<file path="src/rtl/smac_layer_ctrl_fsm_pkg.sv">
// Shared types and default sizing for the SMAC layer control FSM.
package smac_ctrl_pkg;

    localparam int PW  = 8;          // max weight precision (bits)
    localparam int PA  = 8;          // max activation precision (bits)
    localparam int MNO = 288;        // max output filters per layer
    localparam int MNV = 224 * 224;  // max conv volumes per layer

    typedef enum logic [3:0] {
        IDLE,
        CONFIG,
        LOAD_W,
        COMPUTE,
        UPDATE_IDX,
        QUANT,
        WRITE_BACK,
        VOL_END,
        VOL_CHK,
        DONE
    } state_t;

endpackage

</file>
<file path="src/rtl/smac_layer_ctrl_fsm_if.sv">
// Status flags in and counter/datapath strobes out of the layer control FSM.
interface smac_layer_ctrl_fsm_if;
    logic start;
    logic abort;
    logic mem_valid;
    logic wb_ready;
    logic cnt_sr_w7;
    logic term_ac1;
    logic term_ac2;
    logic bit_m;
    logic last_fil;
    logic update;
    logic done_quant;
    logic relu_done;
    logic op_done;

    logic cnt_load;
    logic cnt_clear_start;
    logic cnt_clear_finish;
    logic cnt_clear_vol;
    logic wei_load;
    logic w_en_w;
    logic w_and_s_ac1;
    logic valid_ac2;
    logic valid_ac3;
    logic act_wb;
    logic cnt_in_vol;
    logic busy;
    logic layer_done;

    modport slave (
        input  start, abort, mem_valid, wb_ready, cnt_sr_w7, term_ac1, term_ac2,
               bit_m, last_fil, update, done_quant, relu_done, op_done,
        output cnt_load, cnt_clear_start, cnt_clear_finish, cnt_clear_vol, wei_load,
               w_en_w, w_and_s_ac1, valid_ac2, valid_ac3, act_wb, cnt_in_vol, busy,
               layer_done
    );

    modport master (
        output start, abort, mem_valid, wb_ready, cnt_sr_w7, term_ac1, term_ac2,
               bit_m, last_fil, update, done_quant, relu_done, op_done,
        input  cnt_load, cnt_clear_start, cnt_clear_finish, cnt_clear_vol, wei_load,
               w_en_w, w_and_s_ac1, valid_ac2, valid_ac3, act_wb, cnt_in_vol, busy,
               layer_done
    );
endinterface

</file>
<file path="src/rtl/smac_layer_ctrl_fsm_valid_pipe.sv">
// One-cycle registration of the ac2/ac3 valid terms; flush wins over capture,
// and the regs hold while the compute stage is stalled.
module smac_valid_pipe (
    input  logic clk,
    input  logic rst_n,
    input  logic en,
    input  logic flush,
    input  logic ac2_in,
    input  logic ac3_in,
    output logic ac2_q,
    output logic ac3_q
);
    logic ac2_d, ac3_d;

    // next value: clear on flush, capture when enabled, else hold
    always_comb begin
        ac2_d = ac2_q;
        ac3_d = ac3_q;
        if (flush) begin
            ac2_d = 1'b0;
            ac3_d = 1'b0;
        end else if (en) begin
            ac2_d = ac2_in;
            ac3_d = ac3_in;
        end
    end

    // pipeline registers
    always_ff @(posedge clk or negedge rst_n) begin
        if (!rst_n) begin
            ac2_q <= 1'b0;
            ac3_q <= 1'b0;
        end else begin
            ac2_q <= ac2_d;
            ac3_q <= ac3_d;
        end
    end
endmodule

</file>
<file path="src/rtl/smac_layer_ctrl_fsm.sv">
// Layer-level control FSM for the SMAC engine. Strobes are decoded from the
// registered state and gated by this cycle's handshake inputs.
module smac_layer_ctrl_fsm
    import smac_ctrl_pkg::*;
(
    input  logic                    clk,
    input  logic                    rst_n,
    smac_layer_ctrl_fsm_if.slave    bus
);
    state_t state_q, state_d;
    logic   vld_ac2_q, vld_ac3_q;
    logic   pipe_en, pipe_flush;

    // capture valid terms only on productive compute cycles; any move out of
    // COMPUTE (including abort) empties the pipe
    assign pipe_en    = (state_q == COMPUTE) && bus.mem_valid;
    assign pipe_flush = (state_d != COMPUTE);

    smac_valid_pipe u_valid_pipe (
        .clk    (clk),
        .rst_n  (rst_n),
        .en     (pipe_en),
        .flush  (pipe_flush),
        .ac2_in (bus.term_ac1),
        .ac3_in (bus.term_ac2 & bus.bit_m),
        .ac2_q  (vld_ac2_q),
        .ac3_q  (vld_ac3_q)
    );

    // state register
    always_ff @(posedge clk or negedge rst_n) begin
        if (!rst_n) state_q <= IDLE;
        else        state_q <= state_d;
    end

    assign bus.busy = (state_q != IDLE);

    // next-state and strobe decode; abort overrides everything
    always_comb begin
        state_d              = state_q;
        bus.cnt_load         = 1'b0;
        bus.cnt_clear_start  = 1'b0;
        bus.cnt_clear_finish = 1'b0;
        bus.cnt_clear_vol    = 1'b0;
        bus.wei_load         = 1'b0;
        bus.w_en_w           = 1'b0;
        bus.w_and_s_ac1      = 1'b0;
        bus.valid_ac2        = 1'b0;
        bus.valid_ac3        = 1'b0;
        bus.act_wb           = 1'b0;
        bus.cnt_in_vol       = 1'b0;
        bus.layer_done       = 1'b0;
        if (bus.abort) begin
            state_d              = IDLE;
            bus.cnt_clear_start  = 1'b1;
            bus.cnt_clear_finish = 1'b1;
            bus.cnt_clear_vol    = 1'b1;
        end else begin
            case (state_q)
                IDLE: if (bus.start) state_d = CONFIG;
                CONFIG: begin
                    bus.cnt_load         = 1'b1;
                    bus.cnt_clear_start  = 1'b1;
                    bus.cnt_clear_finish = 1'b1;
                    bus.cnt_clear_vol    = 1'b1;
                    state_d              = LOAD_W;
                end
                LOAD_W: if (bus.mem_valid) begin
                    bus.wei_load = 1'b1;
                    if (bus.cnt_sr_w7) state_d = COMPUTE;
                end
                COMPUTE: if (bus.mem_valid) begin
                    bus.w_en_w      = 1'b1;
                    bus.w_and_s_ac1 = 1'b1;
                    bus.valid_ac2   = vld_ac2_q;
                    bus.valid_ac3   = vld_ac3_q;
                    if (vld_ac3_q && bus.last_fil) state_d = QUANT;
                    else if (bus.update)           state_d = UPDATE_IDX;
                end
                UPDATE_IDX: begin
                    bus.cnt_clear_start = 1'b1;
                    state_d             = LOAD_W;
                end
                QUANT: if (bus.done_quant) state_d = WRITE_BACK;
                WRITE_BACK: if (bus.wb_ready) begin
                    bus.act_wb = 1'b1;
                    if (bus.relu_done) state_d = VOL_END;
                end
                VOL_END: begin
                    bus.cnt_in_vol       = 1'b1;
                    bus.cnt_clear_finish = 1'b1;
                    state_d              = VOL_CHK;
                end
                VOL_CHK: begin
                    if (bus.op_done) begin
                        state_d = DONE;
                    end else begin
                        bus.cnt_clear_start = 1'b1;
                        state_d             = LOAD_W;
                    end
                end
                DONE: begin
                    bus.layer_done = 1'b1;
                    state_d        = IDLE;
                end
                default: state_d = IDLE;
            endcase
        end
    end
endmodule

</file>
<file path="src/flat_wrapper.sv">
// flat-port wrapper written by rule: the top's interface ports become plain ports
module smac_layer_ctrl_fsm_flat import smac_ctrl_pkg::*;
  (clk, rst_n, bus_start, bus_abort, bus_mem_valid, bus_wb_ready, bus_cnt_sr_w7, bus_term_ac1, bus_term_ac2, bus_bit_m, bus_last_fil, bus_update, bus_done_quant, bus_relu_done, bus_op_done, bus_cnt_load, bus_cnt_clear_start, bus_cnt_clear_finish, bus_cnt_clear_vol, bus_wei_load, bus_w_en_w, bus_w_and_s_ac1, bus_valid_ac2, bus_valid_ac3, bus_act_wb, bus_cnt_in_vol, bus_busy, bus_layer_done);
  smac_layer_ctrl_fsm_if bus_i ();
  input  logic clk;
  input  logic rst_n;
  input wire logic [$bits(bus_i.start)-1:0] bus_start;
  input wire logic [$bits(bus_i.abort)-1:0] bus_abort;
  input wire logic [$bits(bus_i.mem_valid)-1:0] bus_mem_valid;
  input wire logic [$bits(bus_i.wb_ready)-1:0] bus_wb_ready;
  input wire logic [$bits(bus_i.cnt_sr_w7)-1:0] bus_cnt_sr_w7;
  input wire logic [$bits(bus_i.term_ac1)-1:0] bus_term_ac1;
  input wire logic [$bits(bus_i.term_ac2)-1:0] bus_term_ac2;
  input wire logic [$bits(bus_i.bit_m)-1:0] bus_bit_m;
  input wire logic [$bits(bus_i.last_fil)-1:0] bus_last_fil;
  input wire logic [$bits(bus_i.update)-1:0] bus_update;
  input wire logic [$bits(bus_i.done_quant)-1:0] bus_done_quant;
  input wire logic [$bits(bus_i.relu_done)-1:0] bus_relu_done;
  input wire logic [$bits(bus_i.op_done)-1:0] bus_op_done;
  output wire logic [$bits(bus_i.cnt_load)-1:0] bus_cnt_load;
  output wire logic [$bits(bus_i.cnt_clear_start)-1:0] bus_cnt_clear_start;
  output wire logic [$bits(bus_i.cnt_clear_finish)-1:0] bus_cnt_clear_finish;
  output wire logic [$bits(bus_i.cnt_clear_vol)-1:0] bus_cnt_clear_vol;
  output wire logic [$bits(bus_i.wei_load)-1:0] bus_wei_load;
  output wire logic [$bits(bus_i.w_en_w)-1:0] bus_w_en_w;
  output wire logic [$bits(bus_i.w_and_s_ac1)-1:0] bus_w_and_s_ac1;
  output wire logic [$bits(bus_i.valid_ac2)-1:0] bus_valid_ac2;
  output wire logic [$bits(bus_i.valid_ac3)-1:0] bus_valid_ac3;
  output wire logic [$bits(bus_i.act_wb)-1:0] bus_act_wb;
  output wire logic [$bits(bus_i.cnt_in_vol)-1:0] bus_cnt_in_vol;
  output wire logic [$bits(bus_i.busy)-1:0] bus_busy;
  output wire logic [$bits(bus_i.layer_done)-1:0] bus_layer_done;
  assign bus_i.start = bus_start;
  assign bus_i.abort = bus_abort;
  assign bus_i.mem_valid = bus_mem_valid;
  assign bus_i.wb_ready = bus_wb_ready;
  assign bus_i.cnt_sr_w7 = bus_cnt_sr_w7;
  assign bus_i.term_ac1 = bus_term_ac1;
  assign bus_i.term_ac2 = bus_term_ac2;
  assign bus_i.bit_m = bus_bit_m;
  assign bus_i.last_fil = bus_last_fil;
  assign bus_i.update = bus_update;
  assign bus_i.done_quant = bus_done_quant;
  assign bus_i.relu_done = bus_relu_done;
  assign bus_i.op_done = bus_op_done;
  assign bus_cnt_load = bus_i.cnt_load;
  assign bus_cnt_clear_start = bus_i.cnt_clear_start;
  assign bus_cnt_clear_finish = bus_i.cnt_clear_finish;
  assign bus_cnt_clear_vol = bus_i.cnt_clear_vol;
  assign bus_wei_load = bus_i.wei_load;
  assign bus_w_en_w = bus_i.w_en_w;
  assign bus_w_and_s_ac1 = bus_i.w_and_s_ac1;
  assign bus_valid_ac2 = bus_i.valid_ac2;
  assign bus_valid_ac3 = bus_i.valid_ac3;
  assign bus_act_wb = bus_i.act_wb;
  assign bus_cnt_in_vol = bus_i.cnt_in_vol;
  assign bus_busy = bus_i.busy;
  assign bus_layer_done = bus_i.layer_done;
  smac_layer_ctrl_fsm u_core (.clk(clk), .rst_n(rst_n), .bus(bus_i));
endmodule
</file>
<file path="config.mk">
export PLATFORM = sky130hd
export DESIGN_NAME = smac_layer_ctrl_fsm_flat
export DESIGN_NICKNAME = d
export VERILOG_FILES = /design/src/rtl/smac_layer_ctrl_fsm_pkg.sv /design/src/rtl/smac_layer_ctrl_fsm_if.sv /design/src/rtl/smac_layer_ctrl_fsm_valid_pipe.sv /design/src/rtl/smac_layer_ctrl_fsm.sv /design/src/flat_wrapper.sv
export SDC_FILE = /design/constraint.sdc
export NUM_CORES = 1
export LEC_CHECK = 0
export BUFFER_PORTS_ARGS = -buffer_cell sky130_fd_sc_hd__clkbuf_2
export CAP_MARGIN = 15
export CORE_MARGIN = 2
export CORE_UTILIZATION = 40
export CTS_BUF_LIST = sky130_fd_sc_hd__clkbuf_16
export DETAILED_ROUTE_END_ITERATION = 10
export GPL_TIMING_DRIVEN = 0
export HOLD_SLACK_MARGIN = 0.08
export PLACE_DENSITY = 0.83
export SLEW_MARGIN = 20
export SYNTH_ARGS = -nofsm -noshare
export SYNTH_HDL_FRONTEND = slang
export SYNTH_HIERARCHICAL = 1
export SYNTH_SLANG_ARGS = --single-unit
</file>
<file path="constraint.sdc">
create_clock -name clk -period 1.45 [get_ports clk]
set_input_delay 0.29 -clock clk [delete_from_list [all_inputs] [get_ports clk]]
set_output_delay 0.29 -clock clk [all_outputs]
set_load 0.05 [all_outputs]
</file>
==> results of run 1 <==
==> synthesized netlist by cell type (2+ instances only) <==
cell and count:
a21oi_1 3, and2_1 5, buf_4 2, buf_6 2, clkbuf_8 2, dfrtp_1 6
inv_1 4, mux2i_1 2, nand2_1 6, nand3_1 3, nand3b_1 2, nand4b_1 2
nor2_1 8, nor3_1 3, nor3b_1 2, o21ai_0 3, o21bai_1 2
==> stage by stage <==
stage | area, sq um | setup slack [ns]
4_1_cts | 1383 | -0.4926
3_5_place_dp | 845.8 | -0.3799
3_3_place_gp | 845.8 | -0.3732
2_1_floorplan | 690.7 | -0.2914
==> cell families after synthesis <==
logic type,count (synthesis),share of synthesized area (%)
AND/OR/NAND/NOR,41,39.64
multiplexers,2,3.252
AO/OA/AOI/OAI,16,19.71
buffers and inverters,10,13.01
flip-flops,6,24.39
==> repair_timing <==
action	CTS
buffers inserted	17
pin swaps	15
resized for setup	61
hold endpoints to repair	6
hold buffers	1
endpoints found under the setup margin	15
==> qor.yml, run 1 <==
status:
  stop_error: "[ERROR DPL-0038] Utilization greater than 100%, impossible to legalize"
  haltStage: "global routing (5_1_grt)"
  outcome: "stopped before the end"
yosys:
  ys_seq_area_share_pct: 24.39
  postSynthAreaPerCell_sq_um: 8.208
  async_flop_share_pct: 100.0
  ys.flop_type: "dfrtp_1"
  synth-edff-count: 0
  synth.area.top_cells: "dfrtp_1 (24%), and2_1 (5.1%), nor2_1 (4.9%)"
  ys_types: 35
  synthCells: 75
  yosysWarnings: 6
  syn_nets: 90
  synth_area_sq_um: 615.6
  synth_top_area_share_pct: 24.39
  synth_top_area_cell: "dfrtp_1"
  synth-seq-cells: 6
timing:
  postGrtWorstEndpoint: "bus_valid_ac3"
  worst-ep-kind: "output port"
global_routing:
  grt_max_degree: 11
floorplanning:
  start_util_pct: 41.84
  die_x_um: 43.23
  num_rows: 14
  pin_count: 28
  die_h_um: 43.23
clock_network:
  clockRootBuffer: "clkbuf_16"
  cts.path.max_buffers: 2
  cts.sinks: 6
  cts_buffers: 3
  cts_max_level: 1
placed_design:
  io_buffer_count: 27
  gp_congestion: 0.7855
  dp_cells: 118
  hpwl_um: 1215
==> run 2: changes to the inputs <==
CORE_AREA = 2 2 63 65   (was unset)
CORE_MARGIN = unset   (was 2)
CORE_UTILIZATION = unset   (was 40)
CTS_BUF_LIST = unset   (was sky130_fd_sc_hd__clkbuf_16)
DIE_AREA = 0 0 65 67   (was unset)
HOLD_SLACK_MARGIN = unset   (was 0.08)
PLACE_DENSITY = unset   (was 0.83)
PLACE_DENSITY_LB_ADDON = 0.15   (was unset)
clock period = 1.9 ns   (was 1.45 ns; I/O delays follow)
==> qor.yml, run 2 <==
job:
  maxCapViolCount: 0
yosys:
  synth_area_sq_um: 615.6
  yosysWarnings: 6
  synthTopCellsByCount: "nor2_1 (8), dfrtp_1 (6), nand2_1 (6), and2_1 (5), inv_1 (4)"
  synth_top_area_cell: "dfrtp_1"
  async_flop_share_pct: 100.0
  postSynthAreaPerCell_sq_um: 8.208
  synth_most_common_cell: "nor2_1"
  ys_seq_area_share_pct: 24.39
  synth.area.top_cells: "dfrtp_1 (24%), and2_1 (5.1%), nor2_1 (4.9%)"
  synth-seq-cells: 6
  synth_top_area_share_pct: 24.39
  ys_types: 35
  syn_nets: 90
  synth-edff-count: 0
  ys.flop_type: "dfrtp_1"
  synthCells: 75
timing:
  grt_setup_unrepaired: "yes"
  fin_worst_skew_ns: 0.002468
  setup_tns_ns: -0.1652
  maxSlewViolCount: 0
  setup_violations: 3
  tightest_slew_ns: 0.2884
  hold_viol: 0
  slew_headroom_pct: 80.57
  max_freq_mhz: 500.3
  layout_setup_ws_ns: -0.09863
  min_period_over_period_pct: 105.2
  layout_min_cycle_time_ns: 1.999
final_layout:
  nets: 130
  area_delta_synth_final_pct: 79.88
  n_antenna_cell: 0
  regArea_sq_um: 151.4
  largest_registers: "u_core/state_q x4, u_core/u_valid_pipe/ac2_q x1, u_core/u_valid_pipe/ac3_q x1"
  multi_input_area_sq_um: 446.7
  fillers: 383
  final_area_sq_um: 1107
  drive_above_1_share_pct: 55.75
  layout_common_cells: "clkbuf_2 (15), buf_4 (11), clkbuf_8 (9)"
  regMostFlops: "u_core/state_q"
  finish.utilization_pct: 30.71
  largest_reg_flops: 4
  final_common_cell: "clkbuf_2"
setup_path:
  rr_endpoint: "u_core/u_valid_pipe/ac3_q$_DFFE_PN0P_"
  startpoint_type: "flop"
  crit_path_start: "u_core/state_q[3]$_DFF_PN0_"
  crit_family: "simple AND/OR/NAND/NOR gates"
  crit_arrival_ns: 1.62
  path_max_fanout: 3
  worst-endpoint-required_ns: 1.52
  critical_path_class: "flop to primary output"
  path_buf_inv: 2
  r2r-start: "u_core/state_q[3]$_DFF_PN0_"
  critPathSlowestCell: "dfrtp_1"
  reg2reg_depth: 8
  r2r_slack_ns: 0.18
  cp_cell_sequence: "clkbuf_8 > nor3b_4 > o311ai_2 > or2b_1 > buf_8"
  cp-end-kind: "primary output"
  crit_path_max_incr_delay_ns: 0.40
floorplanning:
  start_util_pct: 17.07
  die_h_um: 67
  pin_count: 28
  num_rows: 22
  dieArea_sq_um: 4355
  die_x_um: 65
  core_sq_um: 3606
clock_network:
  insertion_delay_ns: 0.22
  cts.sinks: 6
  clockRootBuffer: "clkbuf_8"
  cts_max_level: 1
  cts_buffers: 3
  clk_pin_slew_ns: 0.04
  cts.path.max_buffers: 2
  cts_tree: "yes"
routing:
  vias: 669
  drt_wl_total_um: 1958
  drc: 0
  vias_per_cell: 4.155
  drt_iter0_drc: 17
  wire_per_inst_um: 12.16
  firstDrtPassIters: 4
  ant_nets: 0
global_routing:
  overflow: 0
  grt_max_degree: 11
  antenna_found_initial: 0
  grt_use_total_pct: 9.136
  first_global_vias: 683
  grt_pass1_wl_um: 3077
power:
  power_leakage_nw: 0.4688
  power.density_nw_per_um2: 642.8
  ir_drop_mv: 0.1255
  p_total_w: 0.0007118
status:
  violations: "negative setup slack"
  outcome: "finished, violations left"
placed_design:
  pre_cts_ws_ns: -0.1028
  placed_cell_area_sq_um: 834.6
  io_buffer_count: 27
  hpwl_um: 1482
  gp_congestion: 0.7297
min_path:
  min_to: "u_core/u_valid_pipe/ac2_q$_DFFE_PN0P_"
  hold_class: "primary input to flop"
  hold_depth: 3
  hp-start: "bus_term_ac1"
run 2: cell counts after synthesis:
Identical to the previous run, type by type.
run 2: layout make-up:
type / count / share of cell area (%)
timing repair buffer: 37 / 30.28
clock buffer: 3 / 3.729
buffer: 4 / 5.198
multi-input combinational: 59 / 40.34
inverter: 4 / 1.356
sequential: 6 / 13.67
tap: 48 / 5.424
run 2: logic make-up (layout without fill, tap and decap cells):
| kind of cell | after synthesis | in the layout | share of synthesized area, % |
|---|---|---|---|
| multiplexers | 2 | 2 | 3.252 |
| flip-flops | 6 | 6 | 24.39 |
| AND/OR/NAND/NOR | 41 | 41 | 39.64 |
| buffers and inverters | 10 | 48 | 13.01 |
| AO/OA/AOI/OAI | 16 | 16 | 19.71 |
run 2: tightest hold or removal path: cells and delay by family:
kind                   cells  cell delay, ns
buffers and inverters      1            0.08
AND/OR/NAND/NOR            1            0.08
multiplexers               1            0.05
run 2: per-stage QoR:
| stage | cells | hold WS, ns |
|---|---|---|
| 2_1_floorplan | 75 | 0.08441 |
| 3_3_place_gp | 150 | 0.2174 |
| 3_5_place_dp | 150 | 0.2203 |
| 4_1_cts | 162 | 0.4250 |
| 5_1_grt | 161 | 0.4565 |
| 6_report | 161 | 0.4190 |
run 2: worst max path at each step:
stage / slack (ns) / cells after the start / end
2_1_floorplan: -0.24 / 3 / bus_wei_load
3_3_place_gp: -0.12 / 6 / bus_valid_ac3
3_5_place_dp: -0.10 / 5 / bus_cnt_clear_start
4_1_cts: -0.10 / 6 / bus_valid_ac3
5_1_grt: -0.15 / 5 / bus_cnt_clear_start
6_report: -0.1 / 5 / bus_cnt_clear_start
run 2: metal layers:
metal	wire length [um]	GRT usage, %	vias to the layer above
li1	-	-	342
met5	0	0	-
met4	0	3.191	0
met2	1011	15.72	9
met1	902	11.97	318
met3	44	0.6757	0
run 2: timing repair:
| action | 4_1_cts | 5_1_grt |
|---|---|---|
| hold buffers | 1 | 0 |
| setup endpoints to repair | 6 | 11 |
| pin swaps | 4 | 1 |
| hold endpoints to repair | 6 | 0 |
| setup buffers | 8 | 1 |
| resized for setup | 30 | 12 |
run 2: power by group:
group          total (W)  leakage, nW  switching [W]  internal [W]
clock network   0.000184       0.0216      0.0000485      0.000136
logic           0.000373        0.367       0.000213      0.000160
registers       0.000155       0.0806      0.0000150      0.000140
total           0.000712        0.469       0.000276      0.000436
Power figures use the tool's default switching activity.
==> run 3: changes to the inputs <==
CORE_AREA = 4 4 65 67   (was 2 2 63 65)
DIE_AREA = 0 0 69 71   (was 0 0 65 67)
==> qor.yml, run 3 (same netlist as run 2, synthesis figures left out) <==
clock_network:
  cts_tree: "yes"
  cts.sinks: 6
  clk_pin_slew_ns: 0.03
  cts_max_level: 1
  cts.path.max_buffers: 2
  insertion_delay_ns: 0.21
  clockRootBuffer: "clkbuf_8"
  cts_buffers: 3
setup_path:
  critPathSlowestCell: "dfrtp_1"
  startpoint_type: "flop"
  crit_path_max_incr_delay_ns: 0.39
  crit_family: "simple AND/OR/NAND/NOR gates"
  endpoint: "bus_cnt_clear_start"
  reg2reg_depth: 6
  cp_cell_sequence: "clkbuf_8 > nor3b_4 > o311ai_2 > or2b_1 > buf_8"
  r2r_slack_ns: 0.20
  path_buf_inv: 2
  worst-endpoint-required_ns: 1.52
  crit_path_start: "u_core/state_q[3]$_DFF_PN0_"
  crit_cells: 5
  critical_path_class: "flop to primary output"
  rr_endpoint: "u_core/u_valid_pipe/ac3_q$_DFFE_PN0P_"
  path_max_fanout: 4
  r2r-start: "u_core/state_q[2]$_DFF_PN0_"
  crit_arrival_ns: 1.62
  cp-end-kind: "primary output"
floorplanning:
  die_x_um: 69
  die_h_um: 71
  dieArea_sq_um: 4899
  num_rows: 22
  pin_count: 28
  core_sq_um: 3633
  start_util_pct: 16.94
timing:
  min_period_over_period_pct: 105.1
  layout_min_cycle_time_ns: 1.998
  setup_tns_ns: -0.2848
  max_freq_mhz: 500.5
  layout_setup_ws_ns: -0.09783
  tightest_slew_ns: 0.3117
  hold_viol: 0
  setup_violations: 5
  grt_setup_unrepaired: "yes"
  slew_headroom_pct: 79.22
  maxSlewViolCount: 0
  fin_worst_skew_ns: 0.002115
power:
  switching_share_pct: 38.64
  power_switching_w: 0.0002811
  clockPowerShare_pct: 24.9
  pwr-share-comb_pct: 54.1
  ir_drop_mv: 0.3943
  power.density_nw_per_um2: 625.9
  power_leakage_nw: 0.5021
  seq_power_share_pct: 21.0
  p_total_w: 0.0007276
  p_int_w: 0.0004464
min_path:
  hold_class: "primary input to flop"
status:
  outcome: "finished, violations left"
  violations: "negative setup slack"
job:
  maxCapViolCount: 0
final_layout:
  finish.utilization_pct: 31.99
  multi_input_area_sq_um: 451.7
  n_antenna_cell: 0
  largest_reg_flops: 4
  largest_registers: "u_core/state_q x4, u_core/u_valid_pipe/ac2_q x1, u_core/u_valid_pipe/ac3_q x1"
  final_common_cell: "clkbuf_2"
  area_delta_synth_final_pct: 88.82
  layout_common_cells: "clkbuf_2 (16), buf_4 (14), clkbuf_8 (8)"
  drive_above_1_share_pct: 57.98
  nets: 136
  fillers: 411
  regMostFlops: "u_core/state_q"
  regArea_sq_um: 151.4
routing:
  firstDrtPassIters: 4
  drc: 0
  wire_per_inst_um: 12.89
  ant_nets: 0
  vias: 728
  vias_per_cell: 4.359
  drt_iter0_drc: 21
  drt_wl_total_um: 2153
global_routing:
  grt_max_degree: 11
  overflow: 0
  grt_use_total_pct: 8.314
  first_global_vias: 739
  antenna_found_initial: 0
  grt_pass1_wl_um: 3463
placed_design:
  pre_cts_ws_ns: -0.1559
  io_buffer_count: 27
  gp_congestion: 0.7420
  hpwl_um: 1467
==> run 3: cell count changes in the layout (fill, tap and decap cells not counted) <==
cell,change
buf_2,-1
buf_4,+3
buf_6,+1
buf_8,+1
clkbuf_2,+1
clkbuf_4,+2
clkbuf_8,-1
nor2_2,-1
nor2_4,+1
o21ai_0,+1
o21ai_1,-1
==> run 3: worst min-delay path, delay by kind of cell <==
kind,cells,cell delay [ns]
and+or+nand+nor,1,0.08
buffers and inverters,1,0.08
muxes,1,0.05
==> run 3: layer usage <==
layer	track usage, %	up-vias	part of all wire [%]
met5	0	-	0
met4	0	0	0
met3	2.557	0	4.5
met2	13.98	18	48
met1	11.15	352	48
li1	-	358	-
==> run 3: worst min path at each step <==
stage / from / end / slack [ns] / cells past startpoint
floorplan: rst_n / u_core/state_q[0]$_DFF_PN0_ / 0.08 / 0
global placement: rst_n / u_core/u_valid_pipe/ac2_q$_DFFE_PN0P_ / 0.21 / 1
detailed placement: rst_n / u_core/u_valid_pipe/ac3_q$_DFFE_PN0P_ / 0.21 / 1
CTS: bus_term_ac1 / u_core/u_valid_pipe/ac2_q$_DFFE_PN0P_ / 0.41 / 3
global route: bus_term_ac1 / u_core/u_valid_pipe/ac2_q$_DFFE_PN0P_ / 0.43 / 3
finish: bus_term_ac1 / u_core/u_valid_pipe/ac2_q$_DFFE_PN0P_ / 0.41 / 3
==> run 3: area by class of cell <==
cell class | count | share of cell area, %
plain buffers | 4 | 4.090
clock buffers | 3 | 3.552
inverters | 4 | 1.292
multi-input cells | 59 | 38.86
flip-flops and latches | 6 | 13.02
well taps | 48 | 5.167
repair buffers | 43 | 34.02
==> run 3: what timing repair did <==
action	CTS	global route
resized for setup	25	15
gates cloned	0	1
pin swaps	5	5
endpoints found under the setup margin	6	11
setup buffers	10	4
endpoints found under the hold margin	6	0
hold buffers	1	0
==> run 3: metrics by stage <==
step / hold WS, ns / cells / cell area (sq um)
CTS: 0.4071 / 164 / 1084
floorplan: 0.08441 / 75 / 639.4
global placement: 0.2123 / 150 / 834.6
finish: 0.4129 / 167 / 1162
detailed placement: 0.2132 / 150 / 834.6
global route: 0.4287 / 167 / 1162
==> run 3: power groups by stage <==
stage                     Combinational, W  Clock, W  Sequential (W)
final                             0.000394  0.000181        0.000153
after global routing              0.000422  0.000197        0.000155
after CTS                         0.000367  0.000188        0.000149
after detailed placement          0.000302         0        0.000154
after global placement            0.000304         0        0.000154
after floorplan                   0.000231         0        0.000150
==> run 4: changes to the inputs <==
BUFFER_PORTS_ARGS = unset   (was -buffer_cell sky130_fd_sc_hd__clkbuf_2)
DONT_BUFFER_PORTS = 1   (was unset)
==> qor.yml, run 4 (same netlist as run 2, synthesis figures left out) <==
power:
  p_int_w: 0.0004317
  power.density_nw_per_um2: 737.9
  power_switching_w: 0.0002931
  seq_power_share_pct: 20.7
  power_leakage_nw: 0.3788
  pwr-share-comb_pct: 53.4
  clockPowerShare_pct: 25.8
  switching_share_pct: 40.44
  ir_drop_mv: 0.3490
placed_design:
  pre_cts_ws_ns: -0.1039
  hpwl_um: 1386
  io_buffer_count: 0
  dp_cells: 123
  gp_congestion: 0.7126
clock_network:
  clockRootBuffer: "clkbuf_8"
  cts_buffers: 3
  insertion_delay_ns: 0.22
  cts_max_level: 1
  cts.path.max_buffers: 2
  cts_tree: "yes"
  cts.sinks: 6
  clk_pin_slew_ns: 0.04
global_routing:
  grt_max_degree: 11
  first_global_vias: 668
  overflow: 0
  grt_pass1_wl_um: 3215
  antenna_found_initial: 0
  grt_use_total_pct: 8.071
routing:
  vias: 641
  drt_wl_total_um: 1995
  firstDrtPassIters: 4
  top_layer: "met3"
  dr_wl_met2_um: 978
  wl_met3_um: 139
  wl_met1_um: 877
  vias_per_cell: 4.546
  drc: 0
  wire_per_inst_um: 14.15
  ant_nets: 0
  drt_iter0_drc: 36
timing:
  setup_violations: 6
  tightest_slew_ns: 0.7378
  min_period_over_period_pct: 107.8
  layout_min_cycle_time_ns: 2.049
  slew_headroom_pct: 50.45
  layout_setup_ws_ns: -0.1486
  fin_worst_skew_ns: 0.001995
  max_freq_mhz: 488.1
  maxSlewViolCount: 0
  hold_viol: 0
  grt_setup_unrepaired: "yes"
final_layout:
  finalNonFillerCells: 141
  nets: 110
  largest_reg_flops: 4
  largest_registers: "u_core/state_q x4, u_core/u_valid_pipe/ac2_q x1, u_core/u_valid_pipe/ac3_q x1"
  regMostFlops: "u_core/state_q"
  area_delta_synth_final_pct: 59.55
  final_common_cell: "buf_4"
  fillers: 392
  drive_above_1_share_pct: 52.69
  n_antenna_cell: 0
  layout_common_cells: "buf_4 (15), dfrtp_1 (6), nor2_1 (5)"
setup_path:
  worst-endpoint-required_ns: 1.52
  crit_arrival_ns: 1.67
  startpoint_type: "flop"
  path_max_fanout: 4
  cp-end-kind: "primary output"
  critical_path_class: "flop to primary output"
min_path:
  hold_class: "primary input to flop"
floorplanning:
  core_sq_um: 3633
  pin_count: 28
  die_x_um: 69
  num_rows: 22
  start_util_pct: 16.94
  die_h_um: 71
  dieArea_sq_um: 4899
status:
  outcome: "finished, violations left"
  violations: "negative setup slack"
job:
  maxCapViolCount: 0
[run 4: per-layer routing]
metal	global-route usage, %	up-vias
li1	-	303
met1	9.688	316
met2	13.88	22
met3	3.551	0
met4	0.6508	0
met5	0	-
[run 4: per-stage QoR]
step	total power [W]	hold slack (ns)	utilization (%)	cell area (sq um)	TNS, ns
after global routing	0.0007725	0.3538	27.03	982.2	-1.231
after floorplan	0.0003812	0.08441	-	639.4	-0.2583
after global placement	0.0004205	0.08463	19.25	699.4	-0.8859
final	0.0007248	0.3244	27.03	982.2	-0.6390
after CTS	0.0006960	0.3195	25.03	909.6	-1.162
after detailed placement	0.0004217	0.08461	19.49	708.2	-0.5011
[run 4: power by group through the flow]
| stage | clock network, W | registers, W | logic, W |
|---|---|---|---|
| after CTS | 0.000196 | 0.000149 | 0.000352 |
| after floorplan | 0 | 0.000150 | 0.000231 |
| after detailed placement | 0 | 0.000153 | 0.000268 |
| after global placement | 0 | 0.000154 | 0.000267 |
| final | 0.000187 | 0.000150 | 0.000387 |
| after global routing | 0.000207 | 0.000152 | 0.000414 |
[run 4: final timing paths]
check,startpoint,endpoint,slack (ns),depth (start not counted)
setup reg to reg,u_core/state_q[2]$_DFF_PN0_,u_core/u_valid_pipe/ac3_q$_DFFE_PN0P_,0.11,9
setup / recovery,u_core/state_q[3]$_DFF_PN0_,bus_cnt_clear_start,-0.15,5
min in group asynchronous,rst_n,u_core/u_valid_pipe/ac3_q$_DFFE_PN0P_,0.48,1
hold / removal,bus_term_ac1,u_core/u_valid_pipe/ac2_q$_DFFE_PN0P_,0.32,2
max in group asynchronous,rst_n,u_core/state_q[1]$_DFF_PN0_,1.19,1
hold reg to reg,u_core/u_valid_pipe/ac2_q$_DFFE_PN0P_,u_core/u_valid_pipe/ac2_q$_DFFE_PN0P_,0.53,2
[run 4: area by class of cell]
| type | count | area [sq um] | area share (%) |
|---|---|---|---|
| flip-flops and latches | 6 | 150.1 | 15.29 |
| well taps | 48 | 60.06 | 6.115 |
| repair buffers | 16 | 130.1 | 13.25 |
| inverters | 4 | 15.01 | 1.529 |
| multi-input cells | 59 | 520.5 | 52.99 |
| plain buffers | 5 | 65.06 | 6.624 |
| clock buffers | 3 | 41.29 | 4.204 |
[run 4: what timing repair did]
action / 4_1_cts / 5_1_grt
pin swaps: 10 / 9
hold buffers: 1 / 0
gates resized for setup: 19 / 9
endpoints found under the hold margin: 6 / 0
buffers inserted: 10 / 5
endpoints found under the setup margin: 11 / 10
[run 4: worst max-delay path, cell delays in order (launching register included)]
cell,delay (ns)
dfrtp_1,0.39
clkbuf_8,0.15
buf_6,0.11
nor3b_4,0.14
o311ai_2,0.28
or2b_4,0.38
